$ cat src/rtl/cache_pkg.sv
// cache_pkg: shared line geometry and arbiter FSM encoding for the cache subsystem
package cache_pkg;
  localparam int WORD_NUM          = 4;
  localparam int WORD_OFFSET_WIDTH = 2;
  localparam int BYTE_OFFSET_WIDTH = 2;
  localparam int WORD_LSB          = BYTE_OFFSET_WIDTH;
  localparam int LINE_LSB          = BYTE_OFFSET_WIDTH + WORD_OFFSET_WIDTH;
  localparam logic [1:0] ST_IDLE  = 2'b00;
  localparam logic [1:0] ST_ISSUE = 2'b01;
  localparam logic [1:0] ST_WAIT  = 2'b10;
endpackage

$ cat src/rtl/arb_rr_pick.sv
// arb_rr_pick: combinational round-robin picker (fixed priority when ARB_FIXED_PRIO_EN is defined)
module arb_rr_pick #(
  parameter int N  = 2,
  parameter int PW = $clog2(N)
) (
  input  logic [N-1:0]  pending,
  input  logic [PW-1:0] rr_ptr,
  output logic [N-1:0]  gnt,
  output logic [PW-1:0] idx
);
`ifdef ARB_FIXED_PRIO_EN
  logic unused_ptr;
  assign unused_ptr = ^rr_ptr;
`endif
  logic [N-1:0] cand;
  // candidates at/after rr_ptr first, wrapping to the full set; lowest set bit wins
  always_comb begin
`ifdef ARB_FIXED_PRIO_EN
    cand = pending;
`else
    cand = pending & ~((N'(1) << rr_ptr) - N'(1));
    cand = (|cand) ? cand : pending;
`endif
    idx = '0;
    for (int j = N - 1; j >= 0; j--) if (cand[j]) idx = PW'(j);
    gnt = cand & ~(cand - N'(1));
  end
endmodule

$ cat src/rtl/cache_mem_arbiter.sv
// cache_mem_arbiter: shares one memory port among N_REQ cache controllers with critical-word-first line refills (ARB_FIXED_PRIO_EN selects fixed priority)
module cache_mem_arbiter
  import cache_pkg::*;
#(
  parameter int N_REQ             = 2,
  parameter int ADR_WIDTH         = 32,
  parameter int WORD_WIDTH        = 32,
  parameter int WORD_NUM          = cache_pkg::WORD_NUM,
  parameter int WORD_OFFSET_WIDTH = cache_pkg::WORD_OFFSET_WIDTH,
  parameter int BYTE_OFFSET_WIDTH = cache_pkg::BYTE_OFFSET_WIDTH
) (
  input  logic                         clk,
  input  logic                         rst,
  input  logic [N_REQ-1:0]             req_cc2arb,
  input  logic [N_REQ*ADR_WIDTH-1:0]   adr_cc2arb,
  output logic [N_REQ-1:0]             ack_arb2cc,
  output logic [WORD_WIDTH-1:0]        dat_arb2cc,
  output logic [WORD_OFFSET_WIDTH-1:0] word_arb2cc,
  output logic [N_REQ-1:0]             gnt_arb2cc,
  output logic                         req_arb2mem,
  output logic [ADR_WIDTH-1:0]         adr_arb2mem,
  input  logic                         ack_mem2arb,
  input  logic [WORD_WIDTH-1:0]        dat_mem2arb,
  output logic                         err_arb
);
  localparam int PW  = $clog2(N_REQ);
  localparam int CW  = WORD_OFFSET_WIDTH + 1;
  localparam int LSB = WORD_OFFSET_WIDTH + BYTE_OFFSET_WIDTH;
  logic [1:0]                   state;
  logic [N_REQ-1:0]             pending, pick_gnt, win_oh, clr, set, drop;
  logic [PW-1:0]                rr_ptr, win, pick_idx;
  logic [CW-1:0]                cnt;
  logic [ADR_WIDTH-1:0]         adr_q [N_REQ];
  logic [ADR_WIDTH-1:0]         line_adr;
  logic [WORD_OFFSET_WIDTH-1:0] word;
  logic                         ack_ok, last, err;
  arb_rr_pick #(.N(N_REQ), .PW(PW)) u_pick (
    .pending(pending),
    .rr_ptr (rr_ptr),
    .gnt    (pick_gnt),
    .idx    (pick_idx)
  );
  assign line_adr    = adr_q[win];
  assign word        = line_adr[BYTE_OFFSET_WIDTH +: WORD_OFFSET_WIDTH] + cnt[WORD_OFFSET_WIDTH-1:0];
  assign ack_ok      = (state == ST_WAIT) && ack_mem2arb;
  assign last        = ack_ok && (cnt == CW'(WORD_NUM - 1));
  assign clr         = last ? win_oh : '0;
  assign set         = req_cc2arb & (~pending | clr);
  assign drop        = req_cc2arb & pending & ~clr;
  assign req_arb2mem = (state == ST_ISSUE);
  assign adr_arb2mem = req_arb2mem ? {line_adr[ADR_WIDTH-1:LSB], word, {BYTE_OFFSET_WIDTH{1'b0}}} : '0;
  assign gnt_arb2cc  = win_oh;
  assign ack_arb2cc  = ack_ok ? win_oh : '0;
  assign dat_arb2cc  = ack_ok ? dat_mem2arb : '0;
  assign word_arb2cc = ack_ok ? word : '0;
  assign err_arb     = err;
  // pending capture: a new request beats the clear of a completing burst; a repeat request while pending is dropped and flagged
  always_ff @(posedge clk or negedge rst)
    if (!rst) begin
      pending <= '0;
      err     <= 1'b0;
      for (int i = 0; i < N_REQ; i++) adr_q[i] <= '0;
    end else begin
      for (int i = 0; i < N_REQ; i++) if (set[i]) adr_q[i] <= adr_cc2arb[i*ADR_WIDTH +: ADR_WIDTH];
      pending <= (pending & ~clr) | set;
      err     <= err | (|drop) | (ack_mem2arb && state != ST_WAIT);
    end
  // burst sequencer: IDLE picks an owner, then ISSUE/WAIT once per word of the line
  always_ff @(posedge clk or negedge rst)
    if (!rst) begin
      state  <= ST_IDLE;
      win    <= '0;
      win_oh <= '0;
      cnt    <= '0;
    end else if (state == ST_IDLE && |pending) begin
      state  <= ST_ISSUE;
      win    <= pick_idx;
      win_oh <= pick_gnt;
      cnt    <= '0;
    end else if (state == ST_ISSUE) begin
      state <= ST_WAIT;
    end else if (ack_ok) begin
      state  <= last ? ST_IDLE : ST_ISSUE;
      cnt    <= cnt + 1'b1;
      win_oh <= last ? '0 : win_oh;
    end
`ifdef ARB_FIXED_PRIO_EN
  assign rr_ptr = '0;
`else
  // round-robin pointer moves just past the owner of each finished burst
  always_ff @(posedge clk or negedge rst)
    if (!rst) rr_ptr <= '0;
    else if (last) rr_ptr <= (win == PW'(N_REQ - 1)) ? '0 : win + 1'b1;
`endif
endmodule

$ cat config.mk
export PLATFORM = sky130hd
export DESIGN_NAME = cache_mem_arbiter
export DESIGN_NICKNAME = d
export VERILOG_FILES = /design/src/rtl/cache_pkg.sv /design/src/rtl/arb_rr_pick.sv /design/src/rtl/cache_mem_arbiter.sv
export SDC_FILE = /design/constraint.sdc
export NUM_CORES = 1
export LEC_CHECK = 0
export ABC_AREA = 1
export CORE_MARGIN = 1
export CORE_UTILIZATION = 42
export DETAILED_ROUTE_END_ITERATION = 16
export PLACE_DENSITY = 0.81
export SLEW_MARGIN = 20
export SYNTH_ARGS = -nofsm -noshare
export SYNTH_HDL_FRONTEND = slang
export SYNTH_HIERARCHICAL = 1
export SYNTH_SLANG_ARGS = --single-unit
$ cat constraint.sdc
create_clock -name clk -period 2.14 [get_ports clk]
set_input_delay 0.428 -clock clk [delete_from_list [all_inputs] [get_ports clk]]
set_output_delay 0.428 -clock clk [all_outputs]
set_load 0.005 [all_outputs]
==> metrics <==
sequential power share 47.2%; period utilization 98.35%; vias in the first global route 3882; Clock power frac 40.6%; Critical Path Max Stage Delay 0.40 ns; maxcap violations 0; CP required 1.71 ns; CTS sink cnt 72; final setup vio count 0; row count 34; hold buffer count at cts 0; largest net degree at the start of global routing 73; share of layout cells above drive strength 1 12.06%; vias per inst 4.881; Final Max Tran Viols 0; H-tree Lvls 3; Switching Share 23.48%; Crit. Startpoint state[0]; CTS root buffer clkbuf_8; Mean Syn Cell Area 7.448 um^2; P&R area growth vs syn 51.68%; Comb pwr share 12.2%; max_slew headroom 40.67%; minimum clock period 2.105 ns; Worst-path clk slew 0.08 ns; DRT Wirelength 10.83 mm; Top FF cell, synth dfrtp_1; Core Region 8721 um^2; remaining routing DRC violations 0; highest clock rate 475.1 MHz; critical-path cell list buf_4 > nor2_4 > nand2_4 > bufbuf_16 > nor2_2 > clkdlybuf4s15_1; Diodes inserted 0; PwrDens 576.2 nW/um^2; setup TNS 0 ns; die area 9410 um^2; drt first pass iters 5; NumNets Final 779; yosys warns 6; CTS buffer count 9; first-pass GRT wire length 18.15 mm; top cells by count, synth nand2_1, dfrtp_1, nand3_1, inv_1, nor2_1; fraction of the yosys area taken by sequential cells 47.52%; I/O pins 173; Hold Fails Final Rpt 0; Psw 777.9 uW; Critical Path Sink Type primary output; Post-Syn Area 3791 um^2; vias 3846; Area contributors post-synth dfrtp_1, nand2_1, nand3_1; critical path's slowest cell dfrtp_1; Yosys reg bits 72; Yosys top cell by area dfrtp_1; initial core utilization 43.47%; Worst-Margin Slew 0.8900 ns; Final Wtd Congestion 0.8022; post-synth top area share 47.52%; Arrival @ worst endpoint 1.68 ns; GRT Residual Overflow 0; Syn Inst Count 509; Worst setup SP type flip-flop; Post-synth EDFFs 0; asr flop ratio synth 100.0%; CP max FO 17; Routed Antenna Nets 0; overall routing resource usage 24.02%; Min-Delay Path Class in -> async; reg-to-reg startpoint cnt[0]; internal power 2536 uW; Synth cell types 25; initial antenna violation count 0; post-detail-place hpwl 7.609 mm; Clock Path Buffers 2; initial DRC count 177; most frequent cell after synthesis nand2_1; Die X 97.01 um; VDD IR-drop max 0.3648 mV; critical path type reg -> out; CTS tree done; drt wl/cell 13.74 um; Clock Latency Late Sink 0.35 ns; worst clock skew 0.005788 ns; leak pwr 0.003146 uW; Die Y 97.01 um; port buffer count 166; RSZ-0062 raised after global routing true; status completed; Hold Slack 0.1725 ns
-- registers in the layout, indices dropped and copies added (netlist names) --
signal      cells
pending         2
adr_q          60
state           2
err_arb         1
cnt             3
rr_ptr          1
win             1
gnt_arb2cc      2
-- layout by cell type (no fill, tap or decap), drive strengths merged --
| cell type | netlist | routed |
|---|---|---|
| buf | 21 | 26 |
| inv | 48 | 49 |
| dfrtp | 72 | 72 |
| bufinv | 0 | 3 |
| clkdlybuf4s15 | 0 | 1 |
| clkinvlp | 0 | 1 |
| nand2 | 198 | 198 |
| nand3b | 1 | 1 |
| nand3 | 63 | 63 |
| o22ai | 2 | 2 |
| dlygate4sd2 | 0 | 48 |
| clkinv | 0 | 1 |
| a21boi | 1 | 1 |
| xnor2 | 1 | 1 |
| clkdlybuf4s50 | 0 | 99 |
| nor2 | 43 | 43 |
| nand4 | 2 | 2 |
| ha | 3 | 3 |
| a21oi | 31 | 31 |
| bufbuf | 0 | 1 |
| conb | 1 | 2 |
| xor2 | 1 | 1 |
| o21ai | 5 | 5 |
| clkbuf | 15 | 25 |
| o221ai | 1 | 1 |
-- layer usage --
layer	track usage, %	vias to the layer above	share of wire [%]
met5	0	-	0
met4	10.91	0	2.8
met3	7.225	27	8.0
li1	-	1906	-
met1	28.99	1754	41
met2	39.44	159	48
-- final cells by class --
type	count	area (um^2)
multi-input cells	354	1625
repair buffers	190	1755
fillers	743	2970
clock buffers	10	137.6
clock inverters	6	115.1
inverters	48	180.2
well taps	108	135.1
flip-flops and latches	72	1802
-- power groups by stage --
stage	clock, uW	sequential (uW)	combinational, uW
2_1_floorplan	0	1570	164
3_3_place_gp	0	1580	391
3_5_place_dp	0	1590	403
4_1_cts	1360	1560	407
5_1_grt	1410	1580	459
6_report	1340	1560	405
-- logic make-up after synthesis --
family | share of synthesized area, %
buf+inv | 11.19
other cells | 0.09891
flops | 47.52
xor+xnor | 0.4621
fa+ha+maj | 0.9902
simple gates | 34.03
compound gates | 5.709
-- metrics by stage --
step / cell area, um^2 / worst slack [ns] / cells / utilization [%] / total power, uW
2_1_floorplan: 3795 / 0.3137 / 510 / - / 1735
3_3_place_gp: 5505 / -0.08015 / 766 / 63.13 / 1972
3_5_place_dp: 5505 / -0.1263 / 766 / 63.13 / 1991
4_1_cts: 5771 / -0.1235 / 786 / 66.17 / 3332
5_1_grt: 5751 / -0.08877 / 788 / 65.94 / 3452
6_report: 5751 / 0.03534 / 788 / 65.94 / 3314
-- critical path: cells and delay by family (launching register included) --
kind / cells / cell delay, ns
flip-flops: 1 / 0.40
AND/OR/NAND/NOR: 3 / 0.28
buffers and inverters: 3 / 0.65
-- worst paths after layout --
path	to	slack [ns]	cells past startpoint
worst max-delay path	dat_arb2cc[31]	0.04	6
worst min-delay path	adr_q[20]	0.17	1
worst max register to register	adr_q[54]	0.21	7
worst min register to register	adr_q[58]	0.47	2
max in group asynchronous	gnt_arb2cc[0]	1.36	1
min in group clk	adr_q[58]	0.47	2
-- repair_timing --
| item | CTS | global route |
|---|---|---|
| pin swaps | 4 | 5 |
| gates resized for setup | 85 | 38 |
| buffers inserted | 4 | 2 |
| cloned | 1 | 0 |
| setup endpoints to repair | 66 | 27 |
(Power assumes the default switching activity.)
